File: src/rtl/if_prefetch_if.sv
// rtl/if_prefetch_if.sv - fetch request/response and instruction handshake bundle
interface if_prefetch_if;
    logic        mem_req_valid;
    logic        mem_req_ready;
    logic [31:0] mem_req_addr;
    logic        mem_rsp_valid;
    logic [31:0] mem_rsp_data;
    logic        inst_valid;
    logic        inst_ready;
    logic [31:0] inst_pc;
    logic [31:0] inst_data;
    logic        redirect_valid;
    logic [31:0] redirect_pc;

    // Fetch unit side: issues requests, presents instructions.
    modport master (
        output mem_req_valid,
        output mem_req_addr,
        output inst_valid,
        output inst_pc,
        output inst_data,
        input  mem_req_ready,
        input  mem_rsp_valid,
        input  mem_rsp_data,
        input  inst_ready,
        input  redirect_valid,
        input  redirect_pc
    );

    // Environment side: instruction memory plus the core.
    modport slave (
        input  mem_req_valid,
        input  mem_req_addr,
        input  inst_valid,
        input  inst_pc,
        input  inst_data,
        output mem_req_ready,
        output mem_rsp_valid,
        output mem_rsp_data,
        output inst_ready,
        output redirect_valid,
        output redirect_pc
    );
endinterface

File: src/rtl/if_prefetch.sv
// rtl/if_prefetch.sv - instruction prefetch front-end with redirect flush (optional IF_PREFETCH_BYPASS_EN)
module if_prefetch #(
    parameter int          DEPTH    = 4,
    parameter logic [31:0] RESET_PC = 32'h0000_0000
) (
    input logic           clk,
    input logic           rst,
    if_prefetch_if.master bus
);
    localparam int AW = (DEPTH > 1) ? $clog2(DEPTH) : 1;
    localparam int CW = $clog2(DEPTH + 1);
    localparam int SW = CW + 2;

    typedef enum logic {
        S_RUN   = 1'b0,
        S_FLUSH = 1'b1
    } state_t;

    state_t        r_state;
    state_t        w_state_next;
    logic          w_flushing;

    logic [31:0]   r_fetch_pc;
    logic [CW-1:0] r_count;
    logic [CW-1:0] r_live;
    logic [CW-1:0] r_drop;
    logic [AW-1:0] r_wr_ptr;
    logic [AW-1:0] r_rd_ptr;
    logic [31:0]   r_fifo_pc   [DEPTH];
    logic [31:0]   r_fifo_data [DEPTH];

    logic [SW-1:0] w_occupancy;
    logic          w_credit;
    logic          w_req_hs;
    logic          w_rsp_keep;
    logic          w_rsp_drop;
    logic          w_bypass;
    logic          w_byp_taken;
    logic          w_push;
    logic          w_pop;
    logic [31:0]   w_rsp_pc;
    logic [CW-1:0] w_live_next;
    logic [CW-1:0] w_drop_next;
    logic [SW-1:0] w_drop_redir;
    logic          w_unused_lsb;

    // Redirect targets are word aligned; the low bits carry no information.
    assign w_unused_lsb = ^bus.redirect_pc[1:0];

    // Every slot in the FIFO, every live request and every doomed request
    // holds one credit, so a kept response always finds room.
    assign w_occupancy = SW'(r_count) + SW'(r_live) + SW'(r_drop);
    assign w_credit    = (w_occupancy < SW'(DEPTH));

    assign bus.mem_req_valid = !rst && w_credit;
    assign bus.mem_req_addr  = r_fetch_pc;
    assign w_req_hs          = bus.mem_req_valid && bus.mem_req_ready;

    // Live requests are consecutive words ending just below fetch_pc (any
    // redirect zeroes live), so the oldest live PC is fetch_pc - 4*live.
    assign w_rsp_pc = r_fetch_pc - 32'({r_live, 2'b00});

    // A response is kept only when nothing older is pending a drop and no
    // redirect is killing it this cycle.
    assign w_rsp_keep = bus.mem_rsp_valid && !w_flushing && !bus.redirect_valid;
    assign w_rsp_drop = bus.mem_rsp_valid && w_flushing;

`ifdef IF_PREFETCH_BYPASS_EN
    assign w_bypass    = !rst && (r_count == '0) && w_rsp_keep;
    assign w_byp_taken = w_bypass && bus.inst_ready;
`else
    assign w_bypass    = 1'b0;
    assign w_byp_taken = 1'b0;
`endif

    assign w_push = w_rsp_keep && !w_byp_taken;
    assign w_pop  = (r_count != '0) && bus.inst_ready;

    // Present the FIFO head, or the arriving word when it is forwarded.
    always_comb begin
        bus.inst_valid = !rst && ((r_count != '0) || w_bypass);
        bus.inst_pc    = 32'h0;
        bus.inst_data  = 32'h0;
        if (r_count != '0) begin
            bus.inst_pc   = r_fifo_pc[r_rd_ptr];
            bus.inst_data = r_fifo_data[r_rd_ptr];
        end else if (w_bypass) begin
            bus.inst_pc   = w_rsp_pc;
            bus.inst_data = bus.mem_rsp_data;
        end
    end

    // Outstanding-request bookkeeping; a redirect moves everything live plus
    // this cycle's accepted request into drop, minus the response it kills.
    always_comb begin
        w_drop_redir = SW'(r_drop) + SW'(r_live) + SW'(w_req_hs) - SW'(bus.mem_rsp_valid);
        w_live_next  = r_live + CW'(w_req_hs) - CW'(bus.mem_rsp_valid && !w_flushing);
        w_drop_next  = r_drop - CW'(w_rsp_drop);
        if (bus.redirect_valid) begin
            w_live_next = '0;
            w_drop_next = w_drop_redir[CW-1:0];
        end
    end

    // FSM state register.
    always_ff @(posedge clk) begin
        if (rst) begin
            r_state <= S_RUN;
        end else begin
            r_state <= w_state_next;
        end
    end

    // FSM next state: FLUSH exactly while stale responses remain to be dropped.
    always_comb begin
        w_state_next = r_state;
        if (bus.redirect_valid) begin
            w_state_next = (w_drop_next != '0) ? S_FLUSH : S_RUN;
        end else if ((r_state == S_FLUSH) && (w_drop_next == '0)) begin
            w_state_next = S_RUN;
        end
    end

    // FSM output: discard incoming words while flushing.
    always_comb begin
        w_flushing = (r_state == S_FLUSH);
    end

    // Fetch PC, counters and FIFO pointers.
    always_ff @(posedge clk) begin
        if (rst) begin
            r_fetch_pc <= RESET_PC;
            r_count    <= '0;
            r_live     <= '0;
            r_drop     <= '0;
            r_wr_ptr   <= '0;
            r_rd_ptr   <= '0;
        end else begin
            r_live <= w_live_next;
            r_drop <= w_drop_next;
            if (bus.redirect_valid) begin
                r_fetch_pc <= {bus.redirect_pc[31:2], 2'b00};
                r_count    <= '0;
                r_wr_ptr   <= '0;
                r_rd_ptr   <= '0;
            end else begin
                if (w_req_hs) begin
                    r_fetch_pc <= r_fetch_pc + 32'd4;
                end
                if (w_push) begin
                    r_wr_ptr <= r_wr_ptr + 1'b1;
                end
                if (w_pop) begin
                    r_rd_ptr <= r_rd_ptr + 1'b1;
                end
                if (w_push && !w_pop) begin
                    r_count <= r_count + 1'b1;
                end else if (!w_push && w_pop) begin
                    r_count <= r_count - 1'b1;
                end
            end
        end
    end

    // FIFO storage; contents are meaningless until counted, so no reset.
    always_ff @(posedge clk) begin
        if (!rst && w_push) begin
            r_fifo_pc[r_wr_ptr]   <= w_rsp_pc;
            r_fifo_data[r_wr_ptr] <= bus.mem_rsp_data;
        end
    end

endmodule
File: src/flat_wrapper.sv
// flat-port wrapper written by rule: the top's interface ports become plain ports
module if_prefetch_flat 
#(
    parameter int          DEPTH    = 4,
    parameter logic [31:0] RESET_PC = 32'h0000_0000
)
  (clk, rst, bus_mem_req_valid, bus_mem_req_addr, bus_inst_valid, bus_inst_pc, bus_inst_data, bus_mem_req_ready, bus_mem_rsp_valid, bus_mem_rsp_data, bus_inst_ready, bus_redirect_valid, bus_redirect_pc);
  if_prefetch_if bus_i ();
  input logic clk;
  input logic rst;
  output wire logic [$bits(bus_i.mem_req_valid)-1:0] bus_mem_req_valid;
  output wire logic [$bits(bus_i.mem_req_addr)-1:0] bus_mem_req_addr;
  output wire logic [$bits(bus_i.inst_valid)-1:0] bus_inst_valid;
  output wire logic [$bits(bus_i.inst_pc)-1:0] bus_inst_pc;
  output wire logic [$bits(bus_i.inst_data)-1:0] bus_inst_data;
  input wire logic [$bits(bus_i.mem_req_ready)-1:0] bus_mem_req_ready;
  input wire logic [$bits(bus_i.mem_rsp_valid)-1:0] bus_mem_rsp_valid;
  input wire logic [$bits(bus_i.mem_rsp_data)-1:0] bus_mem_rsp_data;
  input wire logic [$bits(bus_i.inst_ready)-1:0] bus_inst_ready;
  input wire logic [$bits(bus_i.redirect_valid)-1:0] bus_redirect_valid;
  input wire logic [$bits(bus_i.redirect_pc)-1:0] bus_redirect_pc;
  assign bus_mem_req_valid = bus_i.mem_req_valid;
  assign bus_mem_req_addr = bus_i.mem_req_addr;
  assign bus_inst_valid = bus_i.inst_valid;
  assign bus_inst_pc = bus_i.inst_pc;
  assign bus_inst_data = bus_i.inst_data;
  assign bus_i.mem_req_ready = bus_mem_req_ready;
  assign bus_i.mem_rsp_valid = bus_mem_rsp_valid;
  assign bus_i.mem_rsp_data = bus_mem_rsp_data;
  assign bus_i.inst_ready = bus_inst_ready;
  assign bus_i.redirect_valid = bus_redirect_valid;
  assign bus_i.redirect_pc = bus_redirect_pc;
  if_prefetch #(.DEPTH(DEPTH), .RESET_PC(RESET_PC)) u_core (.clk(clk), .rst(rst), .bus(bus_i));
endmodule
File: config.mk
export PLATFORM = sky130hd
export DESIGN_NAME = if_prefetch_flat
export DESIGN_NICKNAME = d
export VERILOG_FILES = /design/src/rtl/if_prefetch_if.sv /design/src/rtl/if_prefetch.sv /design/src/flat_wrapper.sv
export SDC_FILE = /design/constraint.sdc
export NUM_CORES = 1
export LEC_CHECK = 0
export ABC_AREA = 1
export CAP_MARGIN = 15
export CORE_MARGIN = 1
export CORE_UTILIZATION = 56
export CTS_CLUSTER_SIZE = 16
export DETAILED_ROUTE_END_ITERATION = 10
export PLACE_DENSITY_LB_ADDON = 0.1
export RECOVER_POWER = 25
export SYNTH_ARGS = -nofsm -noshare
export SYNTH_HDL_FRONTEND = slang
export SYNTH_SLANG_ARGS = --single-unit
File: constraint.sdc
create_clock -name clk -period 4.97 [get_ports clk]
set_input_delay 0.7455 -clock clk [delete_from_list [all_inputs] [get_ports clk]]
set_output_delay 0.7455 -clock clk [all_outputs]
set_load 0.02 [all_outputs]
======== Word level (Yosys, flattened, before mapping) ========
Memory sizes are Yosys's and may differ from the RTL's. A register that Yosys moved wholly into a read port is not among the register bits.
Cells that the tools add are included.
operators by class
  reduce and logical (&&, ||, !) cells .... 23
  order comparisons ....................... 1
  muxes and demuxes ....................... 16
  add/sub/neg operators ................... 14
operator list
  operator                                                              number
  32-bit two-way mux                                                    4
  32-bit by 3-bit adder with 32-bit output, second input constant       1
  32-bit by 5-bit subtractor with 32-bit output                         1
  1-bit logical AND                                                     11
  3-bit two-way mux                                                     3
  3-bit by 1-bit subtractor with 3-bit output                           3
  2-bit two-way mux                                                     4
  3-bit by 1-bit adder with 3-bit output                                2
  2-bit nonzero test                                                    3
  3-bit nonzero test                                                    2
  5-bit by 3-bit adder with 5-bit output                                1
  1-bit logical NOT                                                     5
  5-bit by 3-bit < comparator with 1-bit output, second input constant  1
  1-bit two-way mux                                                     5
  2-bit by 1-bit adder with 2-bit output, second input constant         2
  3-bit by 3-bit adder with 4-bit output                                1
  3-bit by 1-bit adder with 3-bit output, second input constant         1
  3-bit adder                                                           1
  3-bit logical NOT                                                     1
  3-bit by 1-bit subtractor with 3-bit output, second input constant    1
  2-bit OR reduction                                                    1
word-level totals
  memories kept ........................... 2
  bits in registers ....................... 46
  word-level logic and storage cells ...... 64
  bits in writable memories ............... 256
memories
  name                depth  width  rd ports  clocked after memory_dff  write ports  RTL line           RTL
  u_core.r_fifo_data  4      32     1         1                         1            if_prefetch.sv:30  logic [31:0] r_fifo_data [DEPTH];
  u_core.r_fifo_pc    4      32     1         1                         1            if_prefetch.sv:29  logic [31:0] r_fifo_pc [DEPTH];

======== Depth between registers and ports, before layout ========
  word-level depth ........................ 12
  mapped depth ............................ 18
  gate-level depth less buffers ........... 17

======== Least setup slack after synthesis ========
No wires, ideal clock.
  path type ............................... input-to-reg
  start point ............................. input bus_redirect_valid
  end point ............................... memory u_core.r_fifo_data[0][0] (enable)
  required time ........................... 4.488 ns
  buffers on the path ..................... 1
  arrival ................................. 3.906 ns
  path slack .............................. 0.582 ns
  cell stages on the path ................. 4
  cells stage by stage .................... buf_2 > nor2_1 > nand2_1 > nor2_1
between the ends
  word-level cells in the longest chain between the ends .. 5
ends and longest elaborated chain
  item                                     RTL line            RTL
  start, declared                          flat_wrapper.sv:20  input wire logic [$bits(bus_i.redirect_valid)-1:0] bus_redirect_valid;
  1-bit logical NOT                        if_prefetch.sv:65   assign w_rsp_keep = bus.mem_rsp_valid && !w_flushing && !bus.redirect_valid;
  1-bit logical AND                        if_prefetch.sv:65
  1-bit logical AND                        if_prefetch.sv:167  if (!rst && w_push) begin
  1-bit two-way mux                        if_prefetch.sv:167
  1-bit two-way mux (implied by the code)  if_prefetch.sv:169  r_fifo_data[r_wr_ptr] <= bus.mem_rsp_data;
  end, declared                            if_prefetch.sv:30
Every way passes these cells.

==> results.json <==
{
  "fill_cells": 1772,
  "synth_top_cell_by_area": "edfxtp_1",
  "final_cells": 1894,
  "multi_input_area_um2": 4730,
  "ys_types": 37,
  "min_period_ns": 3.85,
  "min_from": "u_core.r_rd_ptr[1]",
  "gp_congestion": 0.950,
  "clock_path_buffers": 3,
  "postPlaceCellArea_um2": 15600,
  "h-tree-depth": 1,
  "critPathCaptureType": "output pin",
  "synth.area.top_cells": "edfxtp_1, nor2_1, dfxtp_1",
  "area_growth_pct": 20.7,
  "rsz0062_at_grt": "no",
  "r2r_start": "u_core.r_count[0]",
  "fmax_ghz": 0.260,
  "cts_tree": "done",
  "final_hold_viol_count": 0,
  "ioPinCount": 168,
  "synth_seq_cells": 294,
  "synth_seq_area_share_pct": 60.8,
  "regArea_um2": 8370,
  "synth_edf_count": 248,
  "slowest_delay_ns": 0.65,
  "setup_viol": 0,
  "routedWlPerCell_um": 16.5,
  "final_area_um2": 16600,
  "async_flop_share_pct": 0,
  "min_path_cells": 2,
  "cts_made_buffers": 30,
  "drtIter0Drc": 608,
  "clk_root_buffer_cell": "clkbuf_16",
  "antenna_found_initial": 1,
  "yosys.cell_count.top_type": "nor2_1",
  "setup_tns_ns": 0,
  "die_x_um": 159,
  "die_area_um2": 25200,
  "cp_cell_sequence": "inv_2 > buf_12 > o21ai_0 > a21oi_1 > clkdlybuf4s50_1",
  "vias_per_cell": 5.37,
  "power_w": 0.00604,
  "powerDensity_nw_per_um2": 363,
  "yosys_warnings": 0,
  "cap_violations": 0,
  "route.detailed.drc": 0,
  "vias": 10200,
  "grt_pass1_wl_um": 49700,
  "post-route-period-util_pct": 77.4,
  "clock_skew_ns": 0.0175,
  "worst-slew-pin-transition_ns": 1.02,
  "rows": 56,
  "arrival_ns": 3.10,
  "grt_overflow": 0,
  "hp-class": "reg -> reg",
  "r2r_cells": 15,
  "first_pass_iters": 5,
  "drv_slew": 0,
  "wl_um": 31200,
  "start_kind": "flip-flop",
  "peakVddDrop_mv": 0.219,
  "synth_flop_cell": "edfxtp_1",
  "holdWs_ns": 0.466,
  "grt_start_max_net_pins": 77,
  "drive_gt1_share_pct": 6.93,
  "drtAntennaViolNets": 0,
  "cts_setup_buffers": 0,
  "status": "finished clean",
  "dp_hpwl_um": 19300,
  "max_slew_margin_pct": 31.6,
  "synthTopCellsByCount": "nor2_1, edfxtp_1, nand2_1, o21ai_0, a21oi_1",
  "ctsHoldBuffers": 0,
  "critPathKind": "reg -> out",
  "numPlacedInstances": 1840,
  "synth_top_area_share_pct": 54.1,
  "syn_area_um2": 13800,
  "clk_pin_slew_ns": 0.06,
  "ctsResizeCount": 0,
  "die_h_um": 159,
  "cpMaxStageDelayCell": "clkdlybuf4s50_1",
  "nets": 1649,
  "grt_pass1_vias": 9903,
  "synthCells": 1420,
  "avgSynthCellArea_um2": 9.69,
  "p_leak_nw": 5.99,
  "required_ns": 4.22,
  "grtUsageTotal_pct": 24.7,
  "clock_sinks": 294,
  "initial_core_util_pct": 57.9,
  "crit_fanout": 76,
  "coreArea_um2": 23800,
  "clk_latency_ns": 0.57,
  "portBuffers": 161
}
power breakdown:
part           total [W]  leakage (nW)  switching (W)  internal [W]
combinational   0.000926          2.87       0.000570      0.000356
clock            0.00224         0.484       0.000900       0.00134
sequential       0.00287          2.64      0.0000753       0.00279
total            0.00604          5.99        0.00154       0.00449
placed cells by master, fill, tap and decap left out, types with 3 or more instances in the layout:
master and count:
nor2_1 338, edfxtp_1 248, nand2_1 204, o21ai_0 142
clkdlybuf4s50_1 128, a21oi_1 93, inv_1 77, dfxtp_1 44
nand3_1 43, xor2_1 33, dlygate4sd3_1 33, clkbuf_16 30
ha_1 20, nor2_2 15, buf_4 12, nor2_4 11
xnor2_1 10, nor3_1 10, nand4_1 8, nand2_2 8
clkinv_1 8, fa_1 6, inv_2 5, o21ai_1 5
clkbuf_1 5, conb_1 4, bufinv_16 4, buf_12 4
nand3_2 3, clkinv_2 3
worst max-delay path, delay by kind of cell (launching register included):
kind                   cells  cell delay (ns)
buffers and inverters      3             1.62
AO/OA/AOI/OAI              2             0.39
flip-flops                 1             0.47
through the flow:
| stage | setup WS, ns | util, % |
|---|---|---|
| finish | 1.12 | 69.9 |
| global placement | 1.47 | 65.7 |
| detailed placement | 1.40 | 65.7 |
| global route | 0.954 | 69.9 |
| floorplan | 0.582 | - |
| CTS | 1.08 | 69.9 |
kinds of logic after synthesis:
group,Yosys count,synth area share (%)
and+or+nand+nor,648,19.6
AOI/OAI and AO/OA,245,9.02
DFF,294,60.8
xor gates and xnor gates,43,2.74
adders and majority gates,26,2.69
other,1,0.0273
buffers and inverters,163,5.09
per-layer routing:
layer | track usage [%] | part of all wire [%] | up-vias
met5 | 0 | 0 | -
met4 | 8.96 | 2.6 | 0
met3 | 3.27 | 5.6 | 55
met2 | 43.3 | 50 | 346
met1 | 31.3 | 42 | 4776
li1 | - | - | 4997
layout make-up:
type	count	share of cell area [%]
Inverter	84	1.90
Clock buffer	37	4.80
Timing Repair Buffer	177	10.7
Tap cell	319	2.40
Sequential cell	294	50.4
Clock inverter	16	1.23
Multi-Input combinational cell	966	28.5
Antenna cell	1	0.0151
flip-flops by register name, summed over array words and instances, names as in the netlist, named ones only:
register,count
u_core.r_fifo_data,128
u_core.r_rd_ptr,2
u_core.r_live,3
u_core.bus.mem_req_addr,30
u_core.r_fifo_pc,120
u_core.r_state,1
u_core.r_wr_ptr,2
u_core.r_count,3
u_core.r_drop,3
worst paths after layout:
| check | slack (ns) | endpoint |
|---|---|---|
| max | 1.12 | bus_inst_pc[10] |
| min | 0.47 | flip-flop |
| max reg2reg | 1.39 | u_core.r_state |
| min reg2reg | 0.47 | flip-flop |
Note: power is estimated with default switching activity, not from simulation.
